### src/rtl/wt_cache_pkg.sv
// Shared definitions for the write-through cache subsystem memory arbiter:
// request source encoding, source-bit width and the default in-flight limit.
package wt_cache_pkg;

    typedef enum logic {
        ICACHE_SRC = 1'b0,
        DCACHE_SRC = 1'b1
    } mem_arb_src_e;

    // Bits prepended to the upstream tid to form the downstream tid.
    localparam int MEM_ARB_SRC_WIDTH = 1;

    localparam int MEM_ARB_MAX_OUTSTANDING = 4;

endpackage

### src/rtl/wt_mem_arb_outstanding_cnt.sv
// Saturating up/down counter of in-flight transactions for one request source,
// with limit-reached and zero flags.
module wt_mem_arb_outstanding_cnt #(
    parameter int MaxOutstanding = 4,
    localparam int CntWidth = $clog2(MaxOutstanding + 1)
) (
    input  logic clk_i,
    input  logic rst_i,
    input  logic inc_i,
    input  logic dec_i,
    output logic limit_o,
    output logic zero_o
);

    logic [CntWidth-1:0] count_q;

    assign limit_o = (count_q >= CntWidth'(MaxOutstanding));
    assign zero_o  = (count_q == '0);

    // Simultaneous inc and dec cancel; both directions saturate.
    always_ff @(posedge clk_i) begin
        if (rst_i) begin
            count_q <= '0;
        end else if (inc_i && !dec_i && !limit_o) begin
            count_q <= count_q + 1'b1;
        end else if (dec_i && !inc_i && !zero_o) begin
            count_q <= count_q - 1'b1;
        end
    end

    // A return with nothing in flight for this source is a protocol error.
    assert property (@(posedge clk_i) disable iff (rst_i) !(dec_i && !inc_i && zero_o));

endmodule

### src/rtl/wt_mem_arbiter.sv
// Merges icache/dcache memory requests into one registered channel and routes
// returns by tid MSB. Define WT_MEM_ARB_DCACHE_PRIO_EN for fixed dcache priority.
module wt_mem_arbiter
    import wt_cache_pkg::*;
#(
    parameter int PayloadWidth   = 128,
    parameter int TidWidth       = 2,
    parameter int RtrnWidth      = 128,
    parameter int MaxOutstanding = MEM_ARB_MAX_OUTSTANDING
) (
    input  logic                              clk_i,
    input  logic                              rst_i,
    input  logic                              icache_req_i,
    output logic                              icache_ack_o,
    input  logic [PayloadWidth-1:0]           icache_payload_i,
    input  logic [TidWidth-1:0]               icache_tid_i,
    input  logic                              dcache_req_i,
    output logic                              dcache_ack_o,
    input  logic [PayloadWidth-1:0]           dcache_payload_i,
    input  logic [TidWidth-1:0]               dcache_tid_i,
    output logic                              mem_req_o,
    input  logic                              mem_ack_i,
    output logic [PayloadWidth-1:0]           mem_payload_o,
    output logic [TidWidth+MEM_ARB_SRC_WIDTH-1:0] mem_tid_o,
    input  logic                              mem_rtrn_vld_i,
    input  logic [TidWidth+MEM_ARB_SRC_WIDTH-1:0] mem_rtrn_tid_i,
    input  logic [RtrnWidth-1:0]              mem_rtrn_i,
    output logic                              icache_rtrn_vld_o,
    output logic [RtrnWidth-1:0]              icache_rtrn_o,
    output logic [TidWidth-1:0]               icache_rtrn_tid_o,
    output logic                              dcache_rtrn_vld_o,
    output logic [RtrnWidth-1:0]              dcache_rtrn_o,
    output logic [TidWidth-1:0]               dcache_rtrn_tid_o,
    output logic                              idle_o
);

    // Handshakes: upstream req_i is held with stable payload/tid until a
    // single-cycle ack_o; downstream mem_req_o/payload/tid stay stable until
    // mem_ack_i is sampled high on a rising edge. Returns are always accepted.

    logic                                  out_vld_q;
    logic [PayloadWidth-1:0]               out_payload_q;
    logic [TidWidth+MEM_ARB_SRC_WIDTH-1:0] out_tid_q;

    logic         can_capture;
    logic         i_limit, d_limit, i_zero, d_zero;
    logic         i_elig, d_elig;
    logic         grant_i, grant_d;
    logic         rtrn_i, rtrn_d;
    mem_arb_src_e rtrn_src;
    mem_arb_src_e grant_src;

    assign can_capture = !out_vld_q || mem_ack_i;
    assign i_elig      = icache_req_i && !i_limit && can_capture;
    assign d_elig      = dcache_req_i && !d_limit && can_capture;

`ifdef WT_MEM_ARB_DCACHE_PRIO_EN
    assign grant_d = d_elig;
    assign grant_i = i_elig && !d_elig;
`else
    mem_arb_src_e last_q;

    // On a tie the source not granted last wins.
    assign grant_i = i_elig && (!d_elig || last_q == DCACHE_SRC);
    assign grant_d = d_elig && (!i_elig || last_q == ICACHE_SRC);

    always_ff @(posedge clk_i) begin
        if (rst_i) begin
            last_q <= DCACHE_SRC;
        end else if (grant_i) begin
            last_q <= ICACHE_SRC;
        end else if (grant_d) begin
            last_q <= DCACHE_SRC;
        end
    end
`endif

    assign icache_ack_o = grant_i;
    assign dcache_ack_o = grant_d;
    assign grant_src    = grant_d ? DCACHE_SRC : ICACHE_SRC;

    always_ff @(posedge clk_i) begin
        if (rst_i) begin
            out_vld_q     <= 1'b0;
            out_payload_q <= '0;
            out_tid_q     <= '0;
        end else if (grant_i || grant_d) begin
            out_vld_q     <= 1'b1;
            out_payload_q <= grant_d ? dcache_payload_i : icache_payload_i;
            out_tid_q     <= {grant_src, (grant_d ? dcache_tid_i : icache_tid_i)};
        end else if (mem_ack_i) begin
            out_vld_q     <= 1'b0;
        end
    end

    assign mem_req_o     = out_vld_q;
    assign mem_payload_o = out_payload_q;
    assign mem_tid_o     = out_tid_q;

    assign rtrn_src = mem_arb_src_e'(mem_rtrn_tid_i[TidWidth]);
    assign rtrn_i   = mem_rtrn_vld_i && (rtrn_src == ICACHE_SRC);
    assign rtrn_d   = mem_rtrn_vld_i && (rtrn_src == DCACHE_SRC);

    assign icache_rtrn_vld_o = rtrn_i;
    assign dcache_rtrn_vld_o = rtrn_d;
    assign icache_rtrn_o     = mem_rtrn_i;
    assign dcache_rtrn_o     = mem_rtrn_i;
    assign icache_rtrn_tid_o = mem_rtrn_tid_i[TidWidth-1:0];
    assign dcache_rtrn_tid_o = mem_rtrn_tid_i[TidWidth-1:0];

    wt_mem_arb_outstanding_cnt #(
        .MaxOutstanding(MaxOutstanding)
    ) u_icache_cnt (
        .clk_i  (clk_i),
        .rst_i  (rst_i),
        .inc_i  (grant_i),
        .dec_i  (rtrn_i),
        .limit_o(i_limit),
        .zero_o (i_zero)
    );

    wt_mem_arb_outstanding_cnt #(
        .MaxOutstanding(MaxOutstanding)
    ) u_dcache_cnt (
        .clk_i  (clk_i),
        .rst_i  (rst_i),
        .inc_i  (grant_d),
        .dec_i  (rtrn_d),
        .limit_o(d_limit),
        .zero_o (d_zero)
    );

    assign idle_o = !out_vld_q && i_zero && d_zero;

endmodule

### config.mk
export PLATFORM = sky130hd
export DESIGN_NAME = wt_mem_arbiter
export DESIGN_NICKNAME = d
export VERILOG_FILES = /design/src/rtl/wt_cache_pkg.sv /design/src/rtl/wt_mem_arb_outstanding_cnt.sv /design/src/rtl/wt_mem_arbiter.sv
export SDC_FILE = /design/constraint.sdc
export NUM_CORES = 1
export LEC_CHECK = 0
export CAP_MARGIN = 20
export CORE_AREA = 2 2 309 311
export DETAILED_ROUTE_END_ITERATION = 12
export DIE_AREA = 0 0 311 313
export HOLD_SLACK_MARGIN = 0.15
export PLACE_DENSITY = 0.34
export SYNTH_ARGS = -nofsm -noshare
export SYNTH_HDL_FRONTEND = slang
export SYNTH_SLANG_ARGS = --single-unit
### constraint.sdc
create_clock -name clk_i -period 4.1 [get_ports clk_i]
set_clock_uncertainty 0.15 [all_clocks]
set_input_delay 0.41 -clock clk_i [delete_from_list [all_inputs] [get_ports clk_i]]
set_output_delay 0.41 -clock clk_i [all_outputs]
set_load 0.1 [all_outputs]
==> results by stage <==
Status:
- The flow ran to the end, and the final reports show no timing, DRC or antenna violations.

STA:
- The setup violation total in the final timing report is 0.
- At the pin with the least slew margin, the transition time is 1080 ps.
- The number of pins exceeding their max-slew limit in the final report is 0.
- Across all hold checks on the routed design, the worst slack comes to 273 ps.
- Summed over all failing endpoints, the final setup total negative slack is 0 ps.
- In the finished design, the share of the clock period the worst path needs comes to 68.9%.
- The normalized max-slew margin is 28.1%.
- The total count of hold-check failures in the final report is 0.
- Setup repair after global routing left no endpoint under its margin.
- The post-layout worst setup margin is 1270 ps.
- Subtracting the final worst setup slack from the clock period gives 2830 ps.
- The maximum achievable frequency is 354 MHz.

Global routing:
- The number of global-route vias before repair is 7943.
- The wire length of the first global-routing pass is 55500 um.
- Summed over all layers, the global routing overflow is 0.
- The maximum number of pins on one net before global-route repair is 137.
- The all-layer global routing usage is 7.87%.
- The initial antenna violation count is 3.

Setup path:
- The setup check on the worst reg-to-reg path leaves a slack of 1820 ps.
- The reg-to-reg startpoint is u_dcache_cnt.count_q[2].
- The category of the worst setup path launch point is an input port.
- Data arrives at the worst endpoint at 2270 ps.
- Of all nets on the critical path, the largest fanout is 24.
- The critical path required time is 3540 ps.
- The worst setup path is of the input port to primary output kind.
- For this run, the slowest stage of the critical path takes 600 ps.
- The kind of capture point of the worst setup path is a primary output.
- The signal on the critical path passes through clkdlybuf4s50_1 > nor2b_2 > a211o_4 > inv_2 > buf_4.
- The critical path's slowest cell is sky130_fd_sc_hd__clkdlybuf4s50_1.
- The endpoint identified for the worst register-to-register timing path is u_icache_cnt.count_q[0].
- The kind of cell with the highest combined delay along the critical path is buffers and inverters.
- Together, buffers and inverters on the worst path number 3.
- The cell count of the worst reg-to-reg path is 5.

Cells and area:
- The count of inserted antenna diode cells is 0.
- The final layout contains 1549 nets.
- Cells with a size suffix above 1 make up 12.5% of the layout.
- The number of non-filler instances in the completed layout is 2427.
- The area of all placed cells without fillers is 0.0126 mm^2.
- The library cells used most frequently in the layout, excluding fill and tap cells, are sky130_fd_sc_hd__clkdlybuf4s50_1 (396), sky130_fd_sc_hd__nand2_1 (256), sky130_fd_sc_hd__dfxtp_1 (139), sky130_fd_sc_hd__nor2_1 (136), sky130_fd_sc_hd__a311oi_2 (78).
- Leaving out fill and tap cells, the most frequent cell in the layout is sky130_fd_sc_hd__clkdlybuf4s50_1.
- Compared with the post-synthesis result, the final layout area differs by 46.1%.

Clocking:
- The total setup buffers inserted after CTS is 0.
- The clock tree root buffer cell is sky130_fd_sc_hd__clkbuf_16.
- After clock tree synthesis, the clock-pin slew on the worst setup and hold paths is 70 ps.
- TritonCTS created 17 clock buffers.
- The clock net in this run drives a total of 139 sinks.
- The TritonCTS clock tree is built.
- CTS built an H-tree with a depth of 4.
- After clock tree synthesis, the flow added hold-fix buffers numbering 0.
- The post-cts repair resize count is 0.
- The maximum number of buffers from clock root to sink is 2.
- For the worst-skew pair, the clock arrives at the later sink with an insertion delay of 500 ps.

Route:
- The per-cell via count in the routed design is 3.08.
- The detailed-routing iteration count for the pre-antenna-repair pass is 4.
- The initial DRC count is 355.
- The vias after detailed routing is 7473.
- The detail route stage leaves a number of antenna-violating nets equal to 0.
- The sum of routed wire length over all layers is 38700 um.
- After detailed routing, the number of remaining DRC violations is 0.
- After detailed routing, the average wire length per cell comes to 16.0 um.

Hold path:
- In this run the most critical hold path is launched from rst_i.
- The class of the worst hold path is input port to flip-flop.
- The sink of the worst hold path is mem_tid_o[2].
- The hold-critical path depth is 2.

Floorplanning:
- The standard-cell row count is 113.
- The height of the die is 313 um.
- The floorplan die width is 311 um.
- For this configuration, the core starts out at a cell density of 9.18%.
- The core region is 0.0942 mm^2.
- The die covers 0.0973 mm^2.
- 794 I/O pins were placed.

Run:
- The max capacitance violation total is 0.

Synthesis:
- The post-synthesis net count is 1445.
- After synthesis, flip-flops and latches occupy 32.2% of the total area.
- The gate count after technology mapping is 1046.
- After synthesis, the mean cell area works out to 8.27 um^2.
- Counting flops and latches in the post-synthesis netlist gives 139.
- The unique cell type count in the Yosys netlist is 30.
- The synthesized netlist occupies a cell area of 0.00865 mm^2.
- The number of warnings reported in the yosys synthesis log is 0.

Pwr:
- The cell area power density is 544 mW/mm^2.
- Summed over all cells, the static leakage comes to 4.14 nW.
- The maximum ir drop on the vdd rail is 0.320 mV.

Place:
- The area of placed instances is 0.0121 mm^2.
- The final weighted congestion of routability-driven global placement is 0.734.
- Counting tap cells, the placed design contains a total of 2396 instances.
- The count of buffers added on input and output ports is 403.
- Prior to clock tree synthesis, the placed netlist has a worst setup slack of 905 ps.
- Detailed placement finished with a half-perimeter wire length of 28500 um.
-- worst max-delay path by stage --
stage | startpoint | depth (start not counted) | to
floorplan | mem_req_o | 1 | idle_o
global placement | icache_req_i | 8 | u_dcache_cnt.count_q[2]
detailed placement | icache_req_i | 8 | u_dcache_cnt.count_q[2]
CTS | icache_req_i | 5 | dcache_ack_o
global route | icache_req_i | 5 | dcache_ack_o
finish | icache_req_i | 5 | dcache_ack_o
-- synthesized netlist by cell type --
library cell / n / share of area (%)
sky130_fd_sc_hd__o32ai_1: 2 / 0.20
sky130_fd_sc_hd__a211o_4: 1 / 0.20
sky130_fd_sc_hd__nand2b_4: 1 / 0.16
sky130_fd_sc_hd__dfxtp_1: 139 / 32
sky130_fd_sc_hd__o211ai_2: 1 / 0.14
sky130_fd_sc_hd__a311oi_2: 78 / 14
sky130_fd_sc_hd__buf_4: 264 / 23
sky130_fd_sc_hd__buf_12: 1 / 0.23
sky130_fd_sc_hd__fa_1: 2 / 0.46
sky130_fd_sc_hd__buf_2: 44 / 2.5
sky130_fd_sc_hd__mux2i_1: 2 / 0.23
sky130_fd_sc_hd__mux2_1: 2 / 0.26
sky130_fd_sc_hd__nand2_1: 256 / 11
sky130_fd_sc_hd__clkbuf_1: 15 / 0.65
sky130_fd_sc_hd__nand3_1: 4 / 0.23
sky130_fd_sc_hd__a31oi_1: 3 / 0.22
sky130_fd_sc_hd__nand2_2: 7 / 0.51
sky130_fd_sc_hd__nor2b_2: 1 / 0.10
sky130_fd_sc_hd__o21ai_0: 3 / 0.17
sky130_fd_sc_hd__a21oi_1: 1 / 0.058
sky130_fd_sc_hd__nor2b_1: 5 / 0.36
sky130_fd_sc_hd__nor3_1: 1 / 0.058
sky130_fd_sc_hd__nand2b_1: 5 / 0.36
sky130_fd_sc_hd__or3_1: 2 / 0.14
sky130_fd_sc_hd__a311oi_1: 52 / 5.3
sky130_fd_sc_hd__buf_6: 10 / 1.3
sky130_fd_sc_hd__xnor2_1: 2 / 0.20
sky130_fd_sc_hd__inv_2: 2 / 0.087
sky130_fd_sc_hd__nor2_1: 136 / 5.9
sky130_fd_sc_hd__inv_1: 4 / 0.17
-- flip-flops by register name, summed over array words and instances, names as in the netlist --
| register | flops |
|---|---|
| u_dcache_cnt.count_q | 3 |
| u_icache_cnt.count_q | 3 |
| mem_req_o | 1 |
| mem_tid_o | 3 |
| last_q | 1 |
| mem_payload_o | 128 |
-- per-layer routing --
metal | part of all wire (%) | global-route usage (%) | vias to the layer above
li1 | - | - | 3458
met1 | 36 | 7.76 | 3463
met2 | 49 | 13.3 | 425
met3 | 9.9 | 3.94 | 123
met4 | 5.0 | 4.72 | 4
met5 | 0.062 | 0 | -
-- report_power, final --
| part | internal [W] | total (W) | switching, W |
|---|---|---|---|
| Clock | 0.000910 | 0.00169 | 0.000779 |
| Combinational | 0.000939 | 0.00345 | 0.00251 |
| Sequential | 0.00159 | 0.00173 | 0.000143 |
-- logic make-up after synthesis --
family,count (synthesis),share of synthesized area (%)
compound gates,141,19.8
xor+xnor,2,0.203
fa+ha+maj,2,0.463
buf+inv,340,27.9
flops,139,32.2
mux,4,0.492
simple gates,418,18.9
-- layout make-up --
class	instances	area, um^2
Clock buffer	18	439
Clock inverter	13	143
Fill cell	10859	81500
Inverter	6	27.5
Multi-Input combinational cell	567	3460
Sequential cell	139	2780
Tap cell	1265	1580
Timing Repair Buffer	419	4200
-- per-stage QoR --
| stage | power (W) | utilization [%] |
|---|---|---|
| 3_5_place_dp | 0.00525 | 12.8 |
| 6_report | 0.00688 | 13.4 |
| 5_1_grt | 0.00722 | 13.4 |
| 4_1_cts | 0.00706 | 13.4 |
| 3_3_place_gp | 0.00525 | 12.8 |
| 2_1_floorplan | 0.00545 | - |
(Power assumes the default switching activity.)
